<file path="config.mk">
export PLATFORM = sky130hd
export DESIGN_NAME = eth_tx_arbiter
export DESIGN_NICKNAME = d
export VERILOG_FILES = /design/src/rtl/eth_tx_arbiter_pkg.sv /design/src/rtl/eth_tx_arbiter_rr_arb2.sv /design/src/rtl/eth_tx_arbiter.sv
export SDC_FILE = /design/constraint.sdc
export NUM_CORES = 1
export LEC_CHECK = 0
export BUFFER_PORTS_ARGS = -buffer_cell sky130_fd_sc_hd__clkbuf_2
export CORE_ASPECT_RATIO = 1.2
export CORE_MARGIN = 4
export CORE_UTILIZATION = 25
export CTS_BUF_LIST = sky130_fd_sc_hd__clkbuf_4 sky130_fd_sc_hd__clkbuf_8
export CTS_CLUSTER_DIAMETER = 100
export DETAILED_ROUTE_END_ITERATION = 10
export PLACE_DENSITY = 0.47
export REMOVE_ABC_BUFFERS = 1
export SYNTH_ARGS = -nofsm -noshare
export SYNTH_HDL_FRONTEND = slang
export SYNTH_SLANG_ARGS = --single-unit
</file>
<file path="constraint.sdc">
create_clock -name ETH_RXCLK -period 2.2 [get_ports ETH_RXCLK]
set_input_delay 0.11 -clock ETH_RXCLK [delete_from_list [all_inputs] [get_ports ETH_RXCLK]]
set_output_delay 0.11 -clock ETH_RXCLK [all_outputs]
set_load 0.03 [all_outputs]
</file>
<file path="src/rtl/eth_tx_arbiter_pkg.sv">
// Shared constants and FSM encoding for the Ethernet transmit arbiter.
// The sender and top level reuse the same frame-size constants.
package eth_tx_arbiter_pkg;

    localparam int ETH_MIN_LEN = 60;
    localparam int ETH_MAX_LEN = 1514;
    localparam int ETH_IFG     = 12;
    localparam int ETH_CNT_W   = 11;

    typedef enum logic [2:0] {
        ST_IDLE  = 3'd0,
        ST_SEND  = 3'd1,
        ST_PAD   = 3'd2,
        ST_DRAIN = 3'd3,
        ST_GAP   = 3'd4
    } arb_state_t;

endpackage

</file>
<file path="src/rtl/eth_tx_arbiter_rr_arb2.sv">
// Two-way round-robin picker: a lone requester wins outright, a tie goes
// to the requester that did not own the previous frame.
module rr_arb2 (
    input  logic [1:0] req,
    input  logic       last_owner,
    output logic [1:0] gnt
);

    always_comb begin
        gnt = req;
        if (&req) gnt = last_owner ? 2'b01 : 2'b10;
    end

endmodule

</file>
<file path="src/rtl/eth_tx_arbiter.sv">
// Frame-granular round-robin arbiter feeding the RGMII sender: pads runts,
// truncates/drains over-length frames and enforces the inter-frame gap.
module eth_tx_arbiter
    import eth_tx_arbiter_pkg::*;
#(
    parameter int MIN_LEN    = ETH_MIN_LEN,
    parameter int MAX_LEN    = ETH_MAX_LEN,
    parameter int IFG_CYCLES = ETH_IFG,
    parameter int CNT_W      = ETH_CNT_W
) (
    input  logic       ETH_RXCLK,
    input  logic       RST,
    input  logic [7:0] s0_data,
    input  logic       s0_valid,
    input  logic       s0_last,
    output logic       s0_ready,
    input  logic [7:0] s1_data,
    input  logic       s1_valid,
    input  logic       s1_last,
    output logic       s1_ready,
    output logic [7:0] m_data,
    output logic       m_valid,
    output logic       m_last,
    input  logic       m_ready,
    output logic [1:0] grant,
    output logic       trunc_pulse
);

    localparam int GAP_W = $clog2(IFG_CYCLES + 1);
    localparam logic [CNT_W-1:0] MIN_C = CNT_W'(MIN_LEN);
    localparam logic [CNT_W-1:0] MAX_C = CNT_W'(MAX_LEN);
    localparam logic [GAP_W-1:0] GAP_END = GAP_W'(IFG_CYCLES - 1);

    arb_state_t       state;
    logic             owner;
    logic             last_owner;
    logic [CNT_W-1:0] byte_cnt;
    logic [GAP_W-1:0] gap_cnt;
    logic [1:0]       gnt;

    logic [7:0]       own_data;
    logic             own_valid, own_last, own_ready;
    logic [CNT_W-1:0] cnt_next;
    logic             hit_min, hit_max;

    rr_arb2 u_rr (
        .req        ({s1_valid, s0_valid}),
        .last_owner (last_owner),
        .gnt        (gnt)
    );

    assign own_data  = owner ? s1_data  : s0_data;
    assign own_valid = owner ? s1_valid : s0_valid;
    assign own_last  = owner ? s1_last  : s0_last;
    assign cnt_next  = byte_cnt + 1'b1;
    assign hit_min   = cnt_next >= MIN_C;
    assign hit_max   = cnt_next == MAX_C;

    // Only the owner ever sees ready; DRAIN swallows bytes unconditionally.
    assign own_ready = (state == ST_SEND) ? m_ready : (state == ST_DRAIN);
    assign s0_ready  = own_ready & ~owner;
    assign s1_ready  = own_ready &  owner;

    always_comb begin
        m_data      = 8'h00;
        m_valid     = 1'b0;
        m_last      = 1'b0;
        trunc_pulse = 1'b0;
        case (state)
            ST_SEND: begin
                m_data      = own_data;
                m_valid     = own_valid;
                m_last      = (own_last & hit_min) | hit_max;
                trunc_pulse = own_valid & m_ready & hit_max & ~own_last;
            end
            ST_PAD: begin
                m_valid = 1'b1;
                m_last  = (cnt_next == MIN_C);
            end
            default: ;
        endcase
    end

    always_ff @(posedge ETH_RXCLK) begin
        if (RST) begin
            state      <= ST_IDLE;
            owner      <= 1'b0;
            last_owner <= 1'b1;
            byte_cnt   <= '0;
            gap_cnt    <= '0;
            grant      <= 2'b00;
        end else begin
            case (state)
                ST_IDLE: begin
                    if (|gnt) begin
                        owner <= gnt[1];
                        grant <= gnt;
                        state <= ST_SEND;
                    end
                end
                ST_SEND: begin
                    if (own_valid && m_ready) begin
                        byte_cnt <= cnt_next;
                        if (own_last && hit_min) begin
                            state   <= ST_GAP;
                            grant   <= 2'b00;
                            gap_cnt <= '0;
                        end else if (own_last) begin
                            state <= ST_PAD;
                        end else if (hit_max) begin
                            state <= ST_DRAIN;
                        end
                    end
                end
                ST_PAD: begin
                    if (m_ready) begin
                        byte_cnt <= cnt_next;
                        if (cnt_next == MIN_C) begin
                            state   <= ST_GAP;
                            grant   <= 2'b00;
                            gap_cnt <= '0;
                        end
                    end
                end
                ST_DRAIN: begin
                    if (own_valid && own_last) begin
                        state   <= ST_GAP;
                        grant   <= 2'b00;
                        gap_cnt <= '0;
                    end
                end
                ST_GAP: begin
                    if (gap_cnt == GAP_END) begin
                        state      <= ST_IDLE;
                        last_owner <= owner;
                        byte_cnt   <= '0;
                    end else begin
                        gap_cnt <= gap_cnt + 1'b1;
                    end
                end
                default: state <= ST_IDLE;
            endcase
        end
    end

endmodule

</file>
==> metrics.txt <==
initial antenna violation count 0; worst-skew pair later-pin latency 0.28 ns; iteration-0 DRC count of the detailed router 79; DRC viols 0; antenna viol nets, final 0; syn_area_per_cell 7.78 um2; CTS tree built; Startpoint Class flip-flop; # clock sinks 22; Via density 5.08; Port Buffers 37; Root Driver clkbuf_8; Post-Syn Area 1790 um2; Final HPWL DP 3870 um; drt pass-1 iters 4; slew margin rel. 56.8%; Worst R2R Start byte_cnt[0]$_SDFFE_PP0P_; Synth Register Bits 22; status complete, but fails checks; CP endpoint kind output pin; final WL 5080 um; CP Max Fanout 3; per-cell routed wire length 13.7 um; critical path, cell by cell ha_4 -> nand3_4 -> or3_4 -> a2111oi_4 -> o311ai_4 -> nor2b_2 -> o32ai_2 -> buf_4; row count 33; Critical Path Source byte_cnt[0]$_SDFFE_PP0P_; CP max stage cell a2111oi_4; first-pass GRT wire length 8520 um; Fin. Hold Viols 0; WP buf/inv 1; chip height 101 um; global route overflow 0; Hold Path Class input pin to flip-flop; RSZ-0062 raised after global routing yes; Initial Utilization 26.0%; EDFF count, synth 0; pre-CTS setup slack -0.176 ns; delay-heaviest family, CP compound AO/OA/AOI/OAI gates; vias post-DR 1888; P_leak 0.895 nW; Tmin final 2.48 ns; largest net degree at the start of global routing 26; Routability Congestion 0.795; failing checks setup timing; required time worst endpoint 2.09 ns; H-tree levels 1; Die ar. 8590 um2; register-to-register setup slack -0.24 ns; share of cells above drive strength 1 33.7%; commonest cells after routing, fill and taps aside clkbuf_2 (35), buf_4 (33), nor2_1 (28), dfxtp_1 (18), a21oi_1 (16); critical path depth 8; crit path kind flip-flop to output pin; fmax 403 MHz; CTS max path bufs 2; Sum Neg Setup Slack -1.04 ns; core area 6900 um2; sequential-to-total area share from yosys stat 24.6%; die width 85.3 um; library cells used by synthesis 58; top_reg_cell synth dfxtp_1; most common cell after layout, fill and taps aside clkbuf_2; post-route setup slack -0.281 ns; Top Ports 38; max incr delay on CP 0.47 ns; Filler cells 741; r2r worst-path depth 8; worst path arrival time 2.37 ns; CP endpoint m_last; GRT Util Overall 12.1%; # diodes 0; fin crit share 113%; yosys warns 0; CTS Buf Count 3; max-cap viol count 0; Synth Instances 230; max-slew violation count 0; worst flop-to-flop path endpoint state[1]$_SDFFE_PP0P_; Worst Tran Pin Value 0.632 ns; nets 312; ys async rst share 0%; Final Skew 0.00484 ns; Synth-to-Final Area Change 33.2%; clock slew at reported path FFs 0.09 ns; Final setup viols 7; P per Cell Area 722 nW/um2; Peak VDD IR 0.310 mV; vias in the first global route 1792
Yosys cell counts (2+ instances only):
cell type | n | area, um2
nor3b_1 | 2 | 15.0
mux2i_1 | 14 | 140
nor4_1 | 6 | 37.5
buf_6 | 3 | 33.8
nand2_1 | 10 | 37.5
nand3_1 | 3 | 15.0
inv_1 | 5 | 18.8
nand2b_1 | 6 | 37.5
buf_4 | 2 | 15.0
or3_1 | 9 | 56.3
o211ai_1 | 2 | 15.0
or4_1 | 2 | 15.0
o31ai_1 | 2 | 15.0
dfxtp_1 | 22 | 440
nand4_1 | 2 | 12.5
o211a_1 | 2 | 20.0
a31oi_1 | 4 | 25.0
xnor2_1 | 3 | 26.3
nor2_1 | 28 | 105
or3b_2 | 2 | 17.5
xor2_1 | 3 | 26.3
o31a_1 | 2 | 17.5
a21oi_1 | 16 | 80.1
nand3b_1 | 3 | 22.5
nor3_1 | 9 | 45.0
ha_1 | 3 | 37.5
clkbuf_1 | 11 | 41.3
nor2b_1 | 7 | 43.8
o32ai_1 | 2 | 17.5
o21ai_0 | 10 | 50.1
and3_1 | 3 | 18.8
o21ai_1 | 6 | 30.0
layout make-up:
cell class,count,area (um2),share of cell area (%)
sequential,22,445,18.7
clock buffer,3,41.3,1.73
multi-input combinational,185,1310,54.8
tap,87,109,4.56
timing repair buffer,69,434,18.2
clock inverter,1,30.0,1.26
inverter,5,18.8,0.787
tightest hold or removal path, delay by kind of cell:
kind / cells / cell delay (ns)
AOI/OAI and AO/OA: 1 / 0.15
buffers and inverters: 1 / 0.11
muxes: 1 / 0.06
per-layer routing:
metal | track usage (%) | part of all wire, %
met5 | 0 | 0
met1 | 14.8 | 44
met4 | 4.14 | 2.2
met2 | 21.6 | 48
met3 | 1.80 | 5.9
worst min path at each step:
stage | end | slack [ns] | depth (start not counted) | from
detailed placement | grant[1]$_SDFFE_PP0P_ | 0.46 | 2 | grant[1]$_SDFFE_PP0P_
CTS | grant[1]$_SDFFE_PP0P_ | 0.20 | 3 | s0_valid
global route | grant[1]$_SDFFE_PP0P_ | 0.23 | 3 | s0_valid
floorplan | byte_cnt[10]$_SDFFE_PP0P_ | 0.18 | 1 | RST
global placement | grant[1]$_SDFFE_PP0P_ | 0.45 | 2 | grant[1]$_SDFFE_PP0P_
finish | grant[1]$_SDFFE_PP0P_ | 0.21 | 3 | s0_valid
state kept, by name, indices dropped and copies added (netlist names):
register,count
gap_cnt,4
grant,2
byte_cnt,11
owner,1
state,3
last_owner,1
metrics by stage:
step / power, mW / cells / util (%) / hold slack [ns] / cell area (um2)
after global routing: 1.84 / 372 / 34.6 / 0.229 / 2380
final: 1.72 / 372 / 34.6 / 0.208 / 2380
after global placement: 1.29 / 366 / 32.1 / 0.454 / 2210
after floorplan: 0.991 / 212 / - / 0.179 / 1690
after CTS: 1.70 / 372 / 34.1 / 0.204 / 2350
after detailed placement: 1.29 / 366 / 32.1 / 0.462 / 2210
report_power, final:
part	leakage [nW]	internal [mW]	switching (mW)	total, mW
Combinational	0.680	0.340	0.508	0.848
Clock	0.0357	0.244	0.158	0.402
Sequential	0.180	0.437	0.0363	0.473
cells by family (layout without fill, tap and decap cells):
family                   count (synthesis)  after routing  share of synthesized area (%)
AO/OA/AOI/OAI                           59             59                           22.5
XOR/XNOR                                 6              6                           2.94
adder cells (fa/ha/maj)                  3              3                           2.10
buffers and inverters                   23             78                           6.57
flip-flops                              22             22                           24.6
multiplexers                            16             16                           9.08
AND/OR/NAND/NOR                        101            101                           32.2
repair_timing:
| item | in CTS | in global routing |
|---|---|---|
| pin swaps | 5 | 8 |
| setup endpoints to repair | 10 | 11 |
| hold buffers | 0 | 0 |
| gates resized for setup | 13 | 8 |
| gates cloned | 0 | 0 |
| buffers inserted | 2 | 1 |
(Power assumes the default switching activity.)
